==> src/rtl/uart_rx_fifo.sv <==
// uart_rx_fifo: 16x-oversampling UART receiver (8N1) feeding a first-word-fall-through byte FIFO.
// Define UART_RX_PARITY_EN to receive an even-parity bit between the data and stop bits.
module uart_rx_fifo #(
  parameter int CLK_FREQ   = 50000000,
  parameter int BAUD       = 115200,
  parameter int FIFO_DEPTH = 8
) (
  input  logic       clk,
  input  logic       rst_n,
  input  logic       rxd,
  input  logic       rd_en,
  output logic [7:0] rd_data,
  output logic       rd_valid,
  output logic       frame_err,
  output logic       overrun,
  output logic       parity_err,
  output logic       busy
);
  localparam int DIV = CLK_FREQ / (BAUD * 16);
  localparam int DW  = (DIV > 1) ? $clog2(DIV) : 1;
  localparam int AW  = (FIFO_DEPTH > 1) ? $clog2(FIFO_DEPTH) : 1;
  localparam int PW  = AW + 1;

  typedef enum logic [2:0] {IDLE, START, DATA, PARITY, STOP} state_t;

  state_t          state_q, state_d;
  logic [1:0]      sync_q, sync_d;
  logic            rxs_prev_q, rxs_prev_d;
  logic [DW-1:0]   div_q, div_d;
  logic [3:0]      tick_cnt_q, tick_cnt_d;
  logic [2:0]      bit_cnt_q, bit_cnt_d;
  logic [7:0]      shift_q, shift_d;
  logic            par_bad_q, par_bad_d;
  logic            frame_err_q, frame_err_d;
  logic            overrun_q, overrun_d;
  logic [PW-1:0]   wr_ptr_q, wr_ptr_d;
  logic [PW-1:0]   rd_ptr_q, rd_ptr_d;
  logic [7:0]      mem_q [FIFO_DEPTH];
  logic [7:0]      mem_d [FIFO_DEPTH];
  logic            rxs, tick, sample, push, pop, full, empty, accept;
`ifdef UART_RX_PARITY_EN
  logic            parity_err_q, parity_err_d;
`endif

  assign rxs    = sync_q[1];
  assign tick   = div_q == DW'(DIV - 1);
  assign sample = tick && tick_cnt_q == 4'd15;

  always_comb begin
    state_d     = state_q;
    sync_d      = {sync_q[0], rxd};
    rxs_prev_d  = rxs;
    div_d       = tick ? '0 : div_q + DW'(1);
    tick_cnt_d  = tick ? tick_cnt_q + 4'd1 : tick_cnt_q;
    bit_cnt_d   = bit_cnt_q;
    shift_d     = shift_q;
    par_bad_d   = par_bad_q;
    push        = 1'b0;
    frame_err_d = 1'b0;
`ifdef UART_RX_PARITY_EN
    parity_err_d = 1'b0;
`endif
    case (state_q)
      IDLE: if (rxs_prev_q && !rxs) begin
        state_d    = START;
        div_d      = '0;
        tick_cnt_d = '0;
        bit_cnt_d  = '0;
        par_bad_d  = 1'b0;
      end
      START: if (tick && tick_cnt_q == 4'd7) begin
        state_d    = rxs ? IDLE : DATA;
        tick_cnt_d = '0;
      end
      DATA: if (sample) begin
        shift_d   = {rxs, shift_q[7:1]};
        bit_cnt_d = bit_cnt_q + 3'd1;
`ifdef UART_RX_PARITY_EN
        if (bit_cnt_q == 3'd7) state_d = PARITY;
`else
        if (bit_cnt_q == 3'd7) state_d = STOP;
`endif
      end
`ifdef UART_RX_PARITY_EN
      PARITY: if (sample) begin
        par_bad_d    = rxs != ^shift_q;
        parity_err_d = par_bad_d;
        state_d      = STOP;
      end
`endif
      STOP: if (sample) begin
        state_d     = IDLE;
        push        = rxs && !par_bad_q;
        frame_err_d = !rxs;
      end
      default: state_d = IDLE;
    endcase
  end

  // Extra pointer bit distinguishes full from empty when the indices match.
  assign empty  = wr_ptr_q == rd_ptr_q;
  assign full   = wr_ptr_q[AW] != rd_ptr_q[AW] && wr_ptr_q[AW-1:0] == rd_ptr_q[AW-1:0];
  assign pop    = rd_en && !empty;
  assign accept = push && (!full || pop);

  always_comb begin
    mem_d     = mem_q;
    overrun_d = push && full && !pop;
    wr_ptr_d  = wr_ptr_q + PW'(accept);
    rd_ptr_d  = rd_ptr_q + PW'(pop);
    if (accept) mem_d[wr_ptr_q[AW-1:0]] = shift_q;
  end

  always_ff @(posedge clk) begin
    if (!rst_n) begin
      state_q     <= IDLE;
      sync_q      <= 2'b11;
      rxs_prev_q  <= 1'b1;
      div_q       <= '0;
      tick_cnt_q  <= '0;
      bit_cnt_q   <= '0;
      shift_q     <= '0;
      par_bad_q   <= 1'b0;
      frame_err_q <= 1'b0;
      overrun_q   <= 1'b0;
      wr_ptr_q    <= '0;
      rd_ptr_q    <= '0;
    end else begin
      state_q     <= state_d;
      sync_q      <= sync_d;
      rxs_prev_q  <= rxs_prev_d;
      div_q       <= div_d;
      tick_cnt_q  <= tick_cnt_d;
      bit_cnt_q   <= bit_cnt_d;
      shift_q     <= shift_d;
      par_bad_q   <= par_bad_d;
      frame_err_q <= frame_err_d;
      overrun_q   <= overrun_d;
      wr_ptr_q    <= wr_ptr_d;
      rd_ptr_q    <= rd_ptr_d;
    end
  end

  always_ff @(posedge clk) mem_q <= mem_d;

`ifdef UART_RX_PARITY_EN
  always_ff @(posedge clk) parity_err_q <= rst_n ? parity_err_d : 1'b0;
  assign parity_err = parity_err_q;
`else
  assign parity_err = 1'b0;
`endif

  assign rd_valid  = !empty;
  assign rd_data   = empty ? 8'h00 : mem_q[rd_ptr_q[AW-1:0]];
  assign frame_err = frame_err_q;
  assign overrun   = overrun_q;
  assign busy      = state_q != IDLE;
endmodule

==> config.mk <==
export PLATFORM = sky130hd
export DESIGN_NAME = uart_rx_fifo
export DESIGN_NICKNAME = d
export VERILOG_FILES = /design/src/rtl/uart_rx_fifo.sv
export SDC_FILE = /design/constraint.sdc
export NUM_CORES = 1
export LEC_CHECK = 0
export CAP_MARGIN = 30
export CELL_PAD_IN_SITES_DETAIL_PLACEMENT = 1
export CELL_PAD_IN_SITES_GLOBAL_PLACEMENT = 2
export CORE_ASPECT_RATIO = 0.7
export CORE_MARGIN = 5
export CORE_UTILIZATION = 44
export CTS_CLUSTER_SIZE = 25
export DETAILED_ROUTE_END_ITERATION = 7
export GPL_TIMING_DRIVEN = 0
export PLACE_DENSITY_LB_ADDON = 0.15
export RECOVER_POWER = 100
export SYNTH_ARGS = -nofsm -noshare
export SYNTH_HDL_FRONTEND = slang
export SYNTH_SLANG_ARGS = --single-unit
==> constraint.sdc <==
create_clock -name clk -period 3.5 [get_ports clk]
set_clock_uncertainty 0.05 [all_clocks]
set_input_delay 0.525 -clock clk [delete_from_list [all_inputs] [get_ports clk]]
set_output_delay 0.525 -clock clk [all_outputs]
set_load 0.005 [all_outputs]
==> results of run 1 <==
per-layer routing:
layer	share of wire [%]	vias to the layer above	wire [um]
met4	0.85	0	77
met5	0	-	0
met1	49	1271	4410
met3	3.9	10	349
met2	47	38	4210
li1	-	1176	-
layout by cell type, fill, tap and decap left out, types with 3 or more instances in the layout:
master,instances
nand2_1,15
dfxtp_1,36
inv_1,6
and2_1,3
nand3_1,7
ha_1,9
nand2b_1,7
buf_2,3
edfxtp_1,64
a2111oi_1,8
o2111ai_1,3
mux4_2,16
o21ai_0,3
nor3_1,3
clkdlybuf4s50_1,9
clkbuf_16,9
xor2_1,7
nor2_1,19
clkbuf_1,17
dlygate4sd3_1,6
xnor2_1,5
or3_1,3
buf_4,4
mux2i_1,17
synthesized netlist by cell type, types with 3 or more instances:
library cell,count
nor3_1,3
o21ai_0,3
o2111ai_1,3
nand3_1,7
clkbuf_1,3
xor2_1,6
ha_1,9
nor2_1,19
mux4_2,16
buf_2,6
xnor2_1,5
buf_4,5
mux2i_1,17
and2_1,4
nand2b_1,7
a2111oi_1,7
inv_1,6
dfxtp_1,36
or3_1,3
nand2_1,15
edfxtp_1,64
cell type report:
cell class              instances  area, sq um
clock buffers                  11          233
flip-flops and latches        100         2640
inverters                       6         22.5
multi-input cells             165         1490
repair buffers                 23          180
plain buffers                  16         87.6
fillers                       961         4720
clock inverters                 5         76.3
well taps                     128          160
cells by family after synthesis:
kind of cell | after synthesis | synth area share [%]
adders and majority gates | 9 | 2.63
other | 1 | 0.0876
AOI/OAI and AO/OA | 28 | 5.78
DFF | 100 | 61.7
xor gates and xnor gates | 12 | 2.63
and+or+nand+nor | 82 | 12.1
buffers and inverters | 22 | 2.72
muxes | 33 | 12.4
flip-flops by register name, summed over array words and instances, names as in the netlist:
register,cells
mem_q,64
shift_q,8
div_q,5
rd_ptr_q,4
tick_cnt_q,4
wr_ptr_q,4
bit_cnt_q,3
state_q,3
sync_q,2
frame_err,1
overrun,1
rxs_prev_q,1
power by group through the flow:
| stage | logic, uW | registers, uW | clock network [uW] |
|---|---|---|---|
| floorplan | 20.9 | 1270 | 0 |
| global placement | 32.4 | 1280 | 0 |
| detailed placement | 33.1 | 1280 | 0 |
| CTS | 33.1 | 1250 | 1060 |
| global route | 34.0 | 1250 | 1100 |
| finish | 29.8 | 1250 | 1040 |
metrics by stage:
step                setup slack, ns  utilization (%)  cells
global placement            -0.0764             47.8    430
CTS                           0.263             52.0    454
floorplan                     0.869                -    287
global route                  0.104             50.9    454
detailed placement            0.650             48.8    438
finish                        0.269             50.9    454
final timing paths:
check | to | from | slack (ns) | cells past startpoint
worst max-delay path | rd_data[4] | rd_ptr_q[1] | 0.27 | 6
worst min-delay path | sync_q[1] | sync_q[0] | 0.36 | 1
worst max register to register | mem_q[53] | tick_cnt_q[0] | 0.39 | 6
worst min register to register | sync_q[1] | sync_q[0] | 0.36 | 1
critical path: stages (launching register included):
cell and delay [ns]:
dfxtp_1 0.33, buf_4 0.20, clkbuf_1 0.59, mux4_2 0.40
mux2i_1 0.14, nor2_1 0.05, dlygate4sd3_1 0.59
==> run_results.csv, run 1 <==
group,metric,value,unit
status,status,"finished, final reports clean",
power,clockPowerShare,44.8,%
synthesis,ys.flop_type,"edfxtp_1",
setup_path,path_max_fanout,10,
synthesis,ys_ff_latch,100,
power,switching_share,18.9,%
synthesis,synthDominantCellAreaShare,44.9,%
clocking,clock-sinks,100,
sta,relSlewSlack,18.2,%
drt,viasPerCell,5.50,
setup_path,cp_data_required_time,2.92,ns
synthesis,synth_edf_count,64,
clocking,clock_latency,0.35,ns
sta,rsz0062_at_grt,"no",
synthesis,synthDistinctLibCells,55,
drt,drcViolationCount,0,
sta,fin_crit_sh,92.3,%
job,drv_cap,0,
drt,vias,2495,
global_routing,grt_pass1_wl,14800,um
power,power_leakage,0.00157,uW
sta,fmax,309,MHz
power,p_int,1880,uW
clocking,cts-root-buf,"clkbuf_16",
power,power_switching,439,uW
synthesis,syn_nets,300,
placement,place_area,4690,sq um
drt,routed_wl,9050,um
global_routing,top_usage_layer,"met2",
placement,dp_hpwl,6580,um
floorplanning,io_pins,17,
setup_path,criticalPathCategory,"reg -> out",
drt,drt_iter0_drc,216,
global_routing,gr-usage-met2,25.1,%
synthesis,synth_area_per_cell,14.9,sq um
synthesis,synth_area_leaders,"edfxtp_1 45%, dfxtp_1 17%, mux4_2 8.4%, mux2i_1 4.0%, ha_1 2.6%",
power,ir_drop,0.193,mV
floorplanning,fp.dieW,128,um
global_routing,grt_max_degree,16,
synthesis,synth_seq_area_share,61.7,%
sta,tightest_slew,1.22,ns
floorplanning,rows,30,
clocking,htree_levels,3,
global_routing,grt_use_total,16.6,%
global_routing,antenna_found_initial,0,
cells_and_area,diodes,0,
clocking,cts_resized,0,
clocking,postCtsSetupBuffers,0,
cells_and_area,syn2layout_area_growth,14.2,%
global_routing,grtUsageMet1,23.8,%
min_path,hp-class,"reg -> reg",
setup_path,crit_path_end_kind,"output pin",
sta,fin_setup_tns,0,ns
power,p_comb_share,1.3,%
drt,drtPass1Iterations,5,
power,pwr-share-seq,53.9,%
placement,gp_congestion,0.755,
synthesis,async_reset_ff_share,0,%
cells_and_area,final_net_count,334,
setup_path,critPathArrivalTime,2.66,ns
drt,ant_nets,0,
synthesis,yosysTopAreaCell,"edfxtp_1",
floorplanning,die-area,11800,sq um
floorplanning,start_util,44.6,%
synthesis,netlist_instances,287,
synthesis,yosysWarningCount,0,
placement,portBuffers,15,
sta,period_minus_slack,3.23,ns
global_routing,grt_pass1_vias,2623,
floorplanning,coreArea,9610,sq um
global_routing,grt_overflow_total,0,
power,power_density,474,nW/um^2
drt,wl_per_cell,19.9,um
clocking,cts_buffers,9,
clocking,hold_buffers,0,
sta,finalHoldViolCount,0,
synthesis,syn_area,4280,sq um
setup_path,cp-start-kind,"register",
clocking,clock_path_buffers,2,
power,p_total,2320,uW
global_routing,use_met3,4.03,%
sta,finalSetupViolCount,0,
clocking,path_clk_slew,0.06,ns
cells_and_area,final_cell_area,4890,sq um
floorplanning,die_y,92.5,um
clocking,tritoncts,"done",
sta,whs,0.358,ns
sta,drv_slew,0,
cells_and_area,final_layout_size_suffix_gt1_share,14.1,%
Power figures use the tool's default switching activity.
==> run 2, diff against run 1 <==
- CORE_ASPECT_RATIO: 0.7 -> 1.5
==> run 2 against run 1 <==
  * Hold slack gained 0.0020 ns
  * Sequential cell count is the same
  * Sequential power is essentially flat
  * Combinational power is essentially flat
  * Largest cell class unchanged
  * Critical path type unchanged
==> run_results.csv, run 2 (synthesis gave the netlist of run 1 again) <==
group,metric,value,unit
clocking,cts_buffers,9,
sta,tightest_slew,1.21,ns
sta,finalHoldViolCount,0,
sta,fin_setup_tns,0,ns
sta,finalSetupViolCount,0,
cells_and_area,regArea,2640,sq um
floorplanning,fp.dieW,90.6,um
placement,gp_congestion,0.759,
floorplanning,start_util,44.7,%
floorplanning,die-area,11800,sq um
setup_path,cp-endpoint,"rd_data[7]",
global_routing,grt_max_degree,16,
cells_and_area,largest_reg_flops,64,
sta,fin_crit_sh,93.7,%
setup_path,path_max_fanout,10,
setup_path,criticalPathCategory,"reg -> out",
cells_and_area,final_cell_mix,"64 x edfxtp_1, 36 x dfxtp_1, 19 x nor2_1",
global_routing,grt_overflow_total,0,
cells_and_area,regMostFlops,"mem_q",
clocking,clock_latency,0.33,ns
setup_path,critPathTopFamily,"buffers and inverters",
drt,vias,2496,
job,drv_cap,0,
setup_path,slowest_stage,"dlygate4sd3_1",
cells_and_area,finish.utilization,50.5,%
clocking,clock-sinks,100,
drt,drt_iter0_drc,139,
drt,wl_per_cell,20.0,um
power,ir_drop,0.356,mV
drt,drcViolationCount,0,
global_routing,grt_pass1_vias,2632,
setup_path,crit_path_end_kind,"output pin",
drt,ant_nets,0,
floorplanning,coreArea,9580,sq um
clocking,tritoncts,"done",
setup_path,cp_data_required_time,2.92,ns
sta,period_minus_slack,3.28,ns
cells_and_area,final_layout_size_suffix_gt1_share,14.7,%
power,p_total,2160,uW
global_routing,grt_use_total,15.7,%
sta,whs,0.360,ns
sta,layout_setup_ws,0.221,ns
setup_path,crit_chain,"buf_4 -> clkbuf_1 -> mux4_2 -> mux2i_1 -> nor2_1 -> dlygate4sd3_1",
clocking,cts-root-buf,"clkbuf_16",
cells_and_area,multiInputGateArea,1500,sq um
drt,drtPass1Iterations,4,
cells_and_area,diodes,0,
setup_path,cp-start-kind,"register",
clocking,path_clk_slew,0.06,ns
cells_and_area,final_net_count,334,
power,power_density,447,nW/um^2
status,status,"finished, final reports clean",
drt,routed_wl,8810,um
sta,drv_slew,0,
floorplanning,io_pins,17,
cells_and_area,nFillCells,976,
clocking,cts_resized,0,
sta,fmax,305,MHz
setup_path,cp.buffers_inverters,3,
global_routing,grt_pass1_wl,14100,um
global_routing,antenna_found_initial,0,
clocking,clock_path_buffers,2,
setup_path,rr_worst_depth,6,
cells_and_area,final_common_cell,"edfxtp_1",
power,power_leakage,0.00158,uW
clocking,hold_buffers,0,
placement,dpl_worst_slack,0.678,ns
placement,dp_hpwl,6400,um
clocking,postCtsSetupBuffers,0,
setup_path,critPathArrivalTime,2.70,ns
floorplanning,rows,44,
drt,viasPerCell,5.66,
clocking,htree_levels,3,
setup_path,worstReg2RegEnd,"mem_q[21]",
setup_path,slowest_delay,0.60,ns
floorplanning,die_y,131,um
setup_path,worstSetupPathDepth,6,
min_path,hp-class,"reg -> reg",
sta,relSlewSlack,17.5,%
cells_and_area,syn2layout_area_growth,12.9,%
placement,portBuffers,15,
setup_path,crit_start,"rd_ptr_q[1]",
sta,rsz0062_at_grt,"no",
setup_path,r2r_start,"tick_cnt_q[0]",
cells_and_area,reg_top3,"mem_q x64, shift_q x8, div_q x5",
setup_path,r2r_slack,0.36,ns
run 2: worst register-to-register path, delay by kind of cell (launching register included):
family	cells	cell delay, ns
adders and majority gates	1	0.30
AOI/OAI and AO/OA	1	1.11
and+or+nand+nor	2	0.37
DFF	1	0.37
buffers and inverters	2	0.61
run 2: layout make-up:
type                       instances  area share, %
sequential                       100           54.6
multi-input combinational        165           30.9
clock buffer                      13           4.97
timing repair buffer              23           3.78
tap                              115           2.98
buffer                            16           1.86
inverter                           6          0.466
clock inverter                     3          0.362
run 2: worst min path at each step:
stage | start | endpoint | slack [ns] | cells past startpoint
after detailed placement | sync_q[0] | sync_q[1] | 0.35 | 1
final | sync_q[0] | sync_q[1] | 0.36 | 1
after global routing | sync_q[0] | sync_q[1] | 0.40 | 1
after global placement | sync_q[0] | sync_q[1] | 0.35 | 1
after floorplan | sync_q[0] | sync_q[1] | 0.34 | 1
after CTS | sync_q[0] | sync_q[1] | 0.36 | 1
run 2: stage by stage:
| stage | instance area [sq um] | cells |
|---|---|---|
| final | 4840 | 441 |
| after CTS | 4920 | 441 |
| after floorplan | 4280 | 287 |
| after global placement | 4580 | 417 |
| after global routing | 4840 | 441 |
| after detailed placement | 4660 | 425 |
run 2: per-layer routing:
metal | GRT usage (%) | up-vias | wire [um] | share of wire [%]
met2 | 30.3 | 34 | 4960 | 56
met5 | 0 | - | 0 | 0
met1 | 16.9 | 1283 | 3480 | 39
met4 | 7.36 | 0 | 157 | 1.8
met3 | 1.89 | 9 | 217 | 2.5
li1 | - | 1170 | - | -
run 2: power by group:
part	switching [uW]	internal (uW)	total, uW
clock network	399	481	880
logic	17.7	12.0	29.7
registers	5.33	1240	1250
total	422	1740	2160
